<file path="src/rtl/uart_frame_tx_if.sv">
// Frame handshake between the frame builder and the UART frame transmitter.
// Master drives the request/data; slave returns status and the serial line.
interface uart_frame_tx_if #(
  parameter int unsigned FRAME_BYTES = 11
) ();
  logic                     start_i;
  logic [8*FRAME_BYTES-1:0] frame_i;
  logic                     busy_o;
  logic                     done_o;
  logic                     tx_o;

  modport master (
    output start_i,
    output frame_i,
    input  busy_o,
    input  done_o,
    input  tx_o
  );

  modport slave (
    input  start_i,
    input  frame_i,
    output busy_o,
    output done_o,
    output tx_o
  );
endinterface

</file>
<file path="src/rtl/uart_frame_tx.sv">
// Serializes one fixed-length frame as back-to-back 8N1 characters, MSB byte first,
// optionally replacing the final byte with an 8-bit running sum of the others.
module uart_frame_tx #(
  parameter int unsigned CLK_HZ      = 100000000,
  parameter int unsigned BAUD        = 115200,
  parameter int unsigned FRAME_BYTES = 11,
  parameter bit          APPEND_CSUM = 1'b1
) (
  input  logic            clk,
  input  logic            rst_n,
  uart_frame_tx_if.slave  bus
);

  localparam int unsigned CLKS_PER_BIT = CLK_HZ / BAUD;
  localparam int unsigned CNT_W        = (CLKS_PER_BIT > 1) ? $clog2(CLKS_PER_BIT) : 1;
  localparam int unsigned IDX_W        = (FRAME_BYTES > 1) ? $clog2(FRAME_BYTES) : 1;
  localparam int unsigned FW           = 8 * FRAME_BYTES;

  typedef enum logic [1:0] {StIdle, StStart, StData, StStop} state_e;

  state_e           state_q;
  logic [CNT_W-1:0] baud_q;
  logic [2:0]       bit_q;
  logic [IDX_W-1:0] byte_q;
  // Holds bytes 1..FRAME_BYTES-1; byte 0 goes straight into cur_q at acceptance.
  logic [FW-9:0]    shreg_q;
  logic [7:0]       cur_q;
  logic [7:0]       acc_q;
  logic             tx_q;
  logic             busy_q;
  logic             done_q;

  logic       baud_end;
  logic       last_byte;
  logic       next_is_last;
  logic [7:0] next_byte;

  assign baud_end     = (baud_q == CNT_W'(CLKS_PER_BIT - 1));
  assign last_byte    = (byte_q == IDX_W'(FRAME_BYTES - 1));
  assign next_is_last = (byte_q == IDX_W'(FRAME_BYTES - 2));
  assign next_byte    = shreg_q[FW-9 -: 8];

  assign bus.tx_o   = tx_q;
  assign bus.busy_o = busy_q;
  assign bus.done_o = done_q;

  always_ff @(posedge clk or negedge rst_n) begin
    if (!rst_n) begin
      state_q <= StIdle;
      baud_q  <= '0;
      bit_q   <= '0;
      byte_q  <= '0;
      shreg_q <= '0;
      cur_q   <= '0;
      acc_q   <= '0;
      tx_q    <= 1'b1;
      busy_q  <= 1'b0;
      done_q  <= 1'b0;
    end else begin
      done_q <= 1'b0;
      unique case (state_q)
        StIdle: begin
          tx_q <= 1'b1;
          if (bus.start_i) begin
            shreg_q <= bus.frame_i[FW-9:0];
            cur_q   <= bus.frame_i[FW-1 -: 8];
            acc_q   <= bus.frame_i[FW-1 -: 8];
            byte_q  <= '0;
            bit_q   <= '0;
            baud_q  <= '0;
            busy_q  <= 1'b1;
            tx_q    <= 1'b0;
            state_q <= StStart;
          end
        end

        StStart: begin
          if (baud_end) begin
            baud_q  <= '0;
            bit_q   <= '0;
            tx_q    <= cur_q[0];
            state_q <= StData;
          end else begin
            baud_q <= baud_q + CNT_W'(1);
          end
        end

        StData: begin
          if (baud_end) begin
            baud_q <= '0;
            if (bit_q == 3'd7) begin
              tx_q    <= 1'b1;
              state_q <= StStop;
            end else begin
              bit_q <= bit_q + 3'd1;
              tx_q  <= cur_q[bit_q + 3'd1];
            end
          end else begin
            baud_q <= baud_q + CNT_W'(1);
          end
        end

        StStop: begin
          if (baud_end) begin
            baud_q <= '0;
            if (last_byte) begin
              tx_q    <= 1'b1;
              busy_q  <= 1'b0;
              done_q  <= 1'b1;
              state_q <= StIdle;
            end else begin
              // Next start bit follows the stop bit with no idle gap.
              byte_q  <= byte_q + IDX_W'(1);
              shreg_q <= {shreg_q[FW-17:0], 8'h00};
              cur_q   <= (APPEND_CSUM && next_is_last) ? acc_q : next_byte;
              if (!next_is_last) begin
                acc_q <= acc_q + next_byte;
              end
              tx_q    <= 1'b0;
              state_q <= StStart;
            end
          end else begin
            baud_q <= baud_q + CNT_W'(1);
          end
        end

        default: begin
          state_q <= StIdle;
          tx_q    <= 1'b1;
          busy_q  <= 1'b0;
        end
      endcase
    end
  end

endmodule

</file>
<file path="src/flat_wrapper.sv">
// flat-port wrapper written by rule: the top's interface ports become plain ports
module uart_frame_tx_flat 
#(
  parameter int unsigned CLK_HZ      = 100000000,
  parameter int unsigned BAUD        = 115200,
  parameter int unsigned FRAME_BYTES = 11,
  parameter bit          APPEND_CSUM = 1'b1
)
  (clk, rst_n, bus_start_i, bus_frame_i, bus_busy_o, bus_done_o, bus_tx_o);
  uart_frame_tx_if #(.FRAME_BYTES(FRAME_BYTES)) bus_i ();
  input  logic clk;
  input  logic rst_n;
  input wire logic [$bits(bus_i.start_i)-1:0] bus_start_i;
  input wire logic [$bits(bus_i.frame_i)-1:0] bus_frame_i;
  output wire logic [$bits(bus_i.busy_o)-1:0] bus_busy_o;
  output wire logic [$bits(bus_i.done_o)-1:0] bus_done_o;
  output wire logic [$bits(bus_i.tx_o)-1:0] bus_tx_o;
  assign bus_i.start_i = bus_start_i;
  assign bus_i.frame_i = bus_frame_i;
  assign bus_busy_o = bus_i.busy_o;
  assign bus_done_o = bus_i.done_o;
  assign bus_tx_o = bus_i.tx_o;
  uart_frame_tx #(.CLK_HZ(CLK_HZ), .BAUD(BAUD), .FRAME_BYTES(FRAME_BYTES), .APPEND_CSUM(APPEND_CSUM)) u_core (.clk(clk), .rst_n(rst_n), .bus(bus_i));
endmodule
</file>
<file path="config.mk">
export PLATFORM = sky130hd
export DESIGN_NAME = uart_frame_tx_flat
export DESIGN_NICKNAME = d
export VERILOG_FILES = /design/src/rtl/uart_frame_tx_if.sv /design/src/rtl/uart_frame_tx.sv /design/src/flat_wrapper.sv
export SDC_FILE = /design/constraint.sdc
export NUM_CORES = 1
export LEC_CHECK = 0
export CORE_ASPECT_RATIO = 1.1
export CORE_UTILIZATION = 40
export CTS_BUF_LIST = sky130_fd_sc_hd__clkbuf_4 sky130_fd_sc_hd__clkbuf_8 sky130_fd_sc_hd__clkbuf_16
export DETAILED_ROUTE_END_ITERATION = 6
export GPL_TIMING_DRIVEN = 1
export PLACE_DENSITY = 0.68
export SLEW_MARGIN = 20
export SYNTH_ARGS = -nofsm -noshare
export SYNTH_HDL_FRONTEND = slang
export SYNTH_SLANG_ARGS = --single-unit
</file>
<file path="constraint.sdc">
create_clock -name clk -period 1.95 [get_ports clk]
set_clock_uncertainty 0.05 [all_clocks]
set_input_delay 0.195 -clock clk [delete_from_list [all_inputs] [get_ports clk]]
set_output_delay 0.195 -clock clk [all_outputs]
set_load 0.1 [all_outputs]
</file>
# After elaboration in Yosys (flattened, before gate mapping)
# Index checks and enable logic that the tools add are counted.
dict set report totals {
  elab_cells 88
  ff_bits 118
  output_inout_bits 3
  in_bits 91
}
dict set report op_classes {
  order_cmp 1
  reduce_logical 10
  add_sub_neg 4
  mux 47
  n_eq_ne 16
}
# cell n
set ops {}
lappend ops {{$mux W80} 3}
lappend ops {{$pmux W80 S2} 1}
lappend ops {{$mux W8} 7}
lappend ops {{$pmux W8 S2} 2}
lappend ops {{$mux W10} 2}
lappend ops {{$pmux W10 S2} 1}
lappend ops {{$reduce_and A5 Y1} 3}
lappend ops {{$mux W1} 13}
lappend ops {{$mux W3} 4}
lappend ops {{$mux W4} 3}
lappend ops {{$add A10 B1 Y10 const B} 1}
lappend ops {{$eq A10 B10 Y1 const B} 1}
lappend ops {{$mux W2} 5}
lappend ops {{$ne A2 B1 Y1 const B} 5}
lappend ops {{$pmux W3 S3} 1}
lappend ops {{$add A8 B8 Y8} 1}
lappend ops {{$eq A4 B4 Y1 const B} 2}
lappend ops {{$ne A2 B2 Y1 const B} 4}
lappend ops {{$pmux W2 S4} 1}
lappend ops {{$pmux W4 S2} 1}
lappend ops {{$reduce_and A4 Y1} 2}
lappend ops {{$add A4 B1 Y4 const B} 1}
lappend ops {{$eq A2 B2 Y1 const B} 2}
lappend ops {{$lt A3 B4 Y1 const B} 1}
lappend ops {{11 further kinds} 11}

# Logic depth before layout (Yosys ltp)
dict set report logic_depth {
  word_depth 6
  mapped_depth 10
  depth_no_buf 9
}

# Worst setup path after synthesis
# No wires, ideal clock.
dict set report synth_timing {
  kind {register to register}
  startpoint {register u_core.state_q[0]}
  endpoint {register u_core.shreg_q[67]}
  arrival_ns 1.799
  path_buffers 3
  period_less_slack_ns 1.982
  required_ns 1.767
  setup_ns 0.133
  stages_incl_launch_ff 9
  path_slack_ns -0.032
  cell_sequence {dfrtp_1 > inv_1 > ha_1 > buf_2 > mux2i_4 > a21o_1 > buf_2 > clkbuf_1 > o21ai_0}
}
dict set report synth_between {
  elab_chain_len 3
  elab_cells_between_ends 8
}
# element line_no
set synth_rtl {}
lappend synth_rtl {{from (decl)} uart_frame_tx.sv:21} ;# state_e state_q;
lappend synth_rtl {{from (signal assigned)} uart_frame_tx.sv:49} ;# state_q <= StIdle;
lappend synth_rtl {{from (signal assigned)} uart_frame_tx.sv:73} ;# state_q <= StStart;
lappend synth_rtl {{from (signal assigned)} uart_frame_tx.sv:82} ;# state_q <= StData;
lappend synth_rtl {{$eq A2 B2 Y1 or $logic_not A2 Y1 (tied branches)} uart_frame_tx.sv:61} ;# unique case (state_q)
lappend synth_rtl {{$ne A2 B2 Y1 (no source line) (tied with other cells)} n/a}
lappend synth_rtl {{$reduce_and A4 Y1 (no source line)} n/a}
lappend synth_rtl {{to (signal assigned)} uart_frame_tx.sv:65} ;# shreg_q <= bus.frame_i[FW-9:0];
lappend synth_rtl {{to (signal assigned)} uart_frame_tx.sv:114} ;# shreg_q <= {shreg_q[FW-17:0], 8'h00};
lappend synth_rtl {{to (decl)} uart_frame_tx.sv:26} ;# logic [FW-9:0] shreg_q;
# Several ways; a longest one is shown, not always the timed one.
# A chain may end at the register's enable or synchronous reset.

# Final worst setup path
dict set report layout_timing {
  startpoint {register u_core.shreg_q[72]}
  endpoint {register u_core.acc_q[6]}
}
dict set report layout_between {
  elab_chain_len 5
}
# element line_no
set layout_rtl {}
lappend layout_rtl {{$add A8 B8 Y8} uart_frame_tx.sv:117} ;# acc_q <= acc_q + next_byte;
lappend layout_rtl {{$mux W8} uart_frame_tx.sv:116} ;# if (!next_is_last) begin
lappend layout_rtl {{$mux W8} uart_frame_tx.sv:106} ;# if (last_byte) begin
lappend layout_rtl {{$mux W8} uart_frame_tx.sv:104} ;# if (baud_end) begin
lappend layout_rtl {{$pmux W8 S2} uart_frame_tx.sv:61}
lappend layout_rtl {{to (signal assigned)} uart_frame_tx.sv:67} ;# acc_q <= bus.frame_i[FW-1 -: 8];
lappend layout_rtl {{to (signal assigned)} uart_frame_tx.sv:117}
lappend layout_rtl {{to (decl)} uart_frame_tx.sv:28} ;# logic [7:0] acc_q;
# No other way between the ends. The select of a mux whose other input is x is not followed.

==> impl_results.md <==
- Lkg Pwr: 3.573 nW
- Status: finished clean
- DR WL/cell: between 15 and 20 um
- Area growth, synth to finish: 36.96%
- Max-slew headroom: ~73%
- CTS Buf Count: 17
- Hold Worst Slack: ~0.20 ns
- Routability cong.: between 0.8 and 0.9
- Fin crit period: 1.879 ns
- GRT busiest layer: met2
- Fin. max-slew vios: 0
- DRC viols: 0
- Synth Instances: between 600 and 700
- Critical Path Sink Type: flip-flop
- Synth unique cells: 50
- Core Box Area: 14620 um2
- Final Hold Fails: 0
- Yosys reg bits: between 100 and 150
- Top-Level Pins: 94
- Main synth FF type: dfrtp_1
- Die width: between 100 and 150 um
- DP Cell Count: between 800 and 900
- Final Setup Violations: 0
- Setup repair after global routing missed its margin: yes
- GRT met2 Usage: between 30% and 40%
- Initial Utilization: about two fifths
- Vias in the first global route: about 5.1k
- RR Startpoint: u_core.shreg_q[72]
- CTS Buffer Depth: 2
- Worst Hold Class: in2async
- GRT met1 Usage: 23.36%
- Setup ws final: 0.07061 ns
- Async SR Flop Fraction: 100.0%
- Setup WS pre-CTS: roughly 0.0049 ns
- Worst path arrival time: between 2 and 2.5 ns
- ANT cells: 0
- Yosys warns: 0
- Initial antenna violation count: 0
- Syn nets: 719
- Post-synthesis sequential area ratio: about half
- Total gr overflow: 0
- Antenna-violating nets left: 0
- RR Endpoint: u_core.acc_q[6]
- Core Rows: 46
- Clk_lat worst skew: 0.41 ns
- Crit path to: u_core.acc_q[6]
- Fraction of layout cells with a size suffix above 1: approximately 15%
- Iter 0 DRT Violations: between 200 and 300
- First-pass GRT wire length: between 20000 and 25000 um
- Fillers: around 1.3k
- Met3 Use GR: under 10%
- TritonCTS clock tree: built
- DR vias: slightly below 5k
- Hpwl dp: 10360 um
- Peak VDD IR: around 0.59 mV
- Router iterations before antenna repair: 5
- PortBufs: 93
- Mapped Avg Cell Area: 9.977 um2
- Total Routing Usage GR: about a fifth
- Post-synth EDFFs: 0
- PD cells: 698.5 nW/um2
- R2R cell count: 9
- Fmax: 532.1 MHz
- H-tree Lvls: 4
- Worst Tran Pin Value: between 0.4 and 0.5 ns
- Req. time, crit path: between 2 and 2.5 ns
- Clock transition at the registers of the reported paths: 0.05 ns
- Crit Path Category: reg2reg
- Die height: approximately 130 um
- Startpoint types: flip-flop
- Crit-path max FO: 2
- Via/cell ratio: 5.203
- Crit share post-route: between 90 and 100%
- Mapped Area: slightly above 6000 um2
- CTS Sinks: 118
- Nets: between 800 and 900
- CTS Root Cell: clkbuf_16
- Total die area: between 15000 and 20000 um2
- Largest net degree at the start of global routing: 60
- Crit path from: u_core.shreg_q[72]
- Non-Filler Instances: 938
- Total power: about 5.8 mW
- Worst R2R Setup Slack: approximately 0.071 ns
- Max Cap Viol: 0
- Final WL: around 15000 um
## flip-flops by register name, summed over array words and instances (netlist names)
signal and flops:
u_core.bus.done_o 1, u_core.baud_q 10, u_core.bus.tx_o 1, u_core.shreg_q 80, u_core.acc_q 8, u_core.bit_q 3
u_core.byte_q 4, u_core.cur_q 8, u_core.bus.busy_o 1, u_core.state_q 2
## per-layer routing
metal	part of all wire, %	routed length, um	vias to the layer above
met4	1.5	215	0
met5	0	0	-
li1	-	-	2397
met3	5.0	733	13
met1	42	6198	2370
met2	51	7498	100
## worst min path at each step
stage,from,endpoint,slack [ns]
2_1_floorplan,rst_n,u_core.acc_q[0],-0.15
3_3_place_gp,rst_n,u_core.shreg_q[51],0.11
3_5_place_dp,rst_n,u_core.shreg_q[37],0.10
4_1_cts,rst_n,u_core.shreg_q[37],0.20
5_1_grt,rst_n,u_core.shreg_q[37],0.24
6_report,rst_n,u_core.shreg_q[44],0.20
## where the power goes
group	total (mW)	internal [mW]	switching, mW
logic	0.308	0.198	0.111
clock network	3.05	1.99	1.06
registers	2.45	2.45	0
## synth_stat cells, types with 6 or more instances
library cell    n  area share (%)
a21o_1          6            0.74
a21oi_1        24             2.0
a22o_1         10             1.4
buf_2          20             1.6
clkbuf_1       11            0.68
dfrtp_1       117              48
ha_1           18             3.7
inv_1          13            0.80
mux2i_1        83              14
nand2_1        99             6.1
nand3_1         8            0.66
nor2_1         28             1.7
o21ai_0        98             8.1
o21ai_1         8            0.66
## through the flow
| stage | cell area, um2 | setup TNS (ns) | util, % |
|---|---|---|---|
| 6_report | 8322 | 0 | 56.92 |
| 5_1_grt | 8322 | -0.1217 | 56.92 |
| 4_1_cts | 8094 | 0 | 55.37 |
| 3_5_place_dp | 7487 | 0 | 51.22 |
| 3_3_place_gp | 7487 | 0 | 51.22 |
| 2_1_floorplan | 6082 | 0 | - |
## cell type report
class                      count  area (um2)  area share [%]
multi-input combinational    442        2992           35.95
sequential                   118        2957           35.53
timing repair buffer         143        1503           18.06
clock buffer                  22       481.7           5.789
tap                          192       240.2           2.887
clock inverter                 8       100.1           1.203
inverter                      13       48.80          0.5864
## repair_timing
| item | 4_1_cts | 5_1_grt |
|---|---|---|
| gates cloned | 0 | 2 |
| buffers inserted | 1 | 10 |
| hold endpoints to repair | 27 | 0 |
| pin swaps | 2 | 14 |
| gates resized for setup | 2 | 26 |
| endpoints found under the setup margin | 1 | 46 |
| hold buffers | 1 | 0 |
## cell usage in the layout, fill, tap and decap left out, types with 4 or more instances in the layout
| cell type | n |
|---|---|
| nor2_1 | 27 |
| mux2i_1 | 83 |
| o21ai_0 | 95 |
| nor3_1 | 4 |
| nand3_1 | 7 |
| ha_1 | 12 |
| buf_4 | 36 |
| ha_4 | 4 |
| o31ai_1 | 5 |
| nand4_1 | 4 |
| a21o_1 | 5 |
| dfrtp_1 | 115 |
| clkbuf_16 | 19 |
| a21oi_1 | 22 |
| and3_1 | 4 |
| nand2_1 | 99 |
| buf_12 | 11 |
| clkdlybuf4s50_1 | 89 |
| inv_1 | 12 |
| o21ai_1 | 11 |
| a22o_1 | 10 |
## kinds of logic after synthesis
group | synth area share, %
AOI/OAI and AO/OA | 15.59
xor gates and xnor gates | 0.5767
and+or+nand+nor | 12.27
adders and majority gates | 4.036
DFF | 48.62
buffers and inverters | 3.933
muxes | 14.97
## worst max-delay path, cell delays in order, from the launching register on
cell	delay, ns
dfrtp_1	0.36
ha_2	0.19
inv_2	0.04
fa_2	0.33
nor2b_2	0.14
nor3_1	0.07
o21bai_1	0.14
a21oi_1	0.09
xor2_1	0.15
o31ai_1	0.23
No activity file was read; power rests on OpenSTA's default activity.
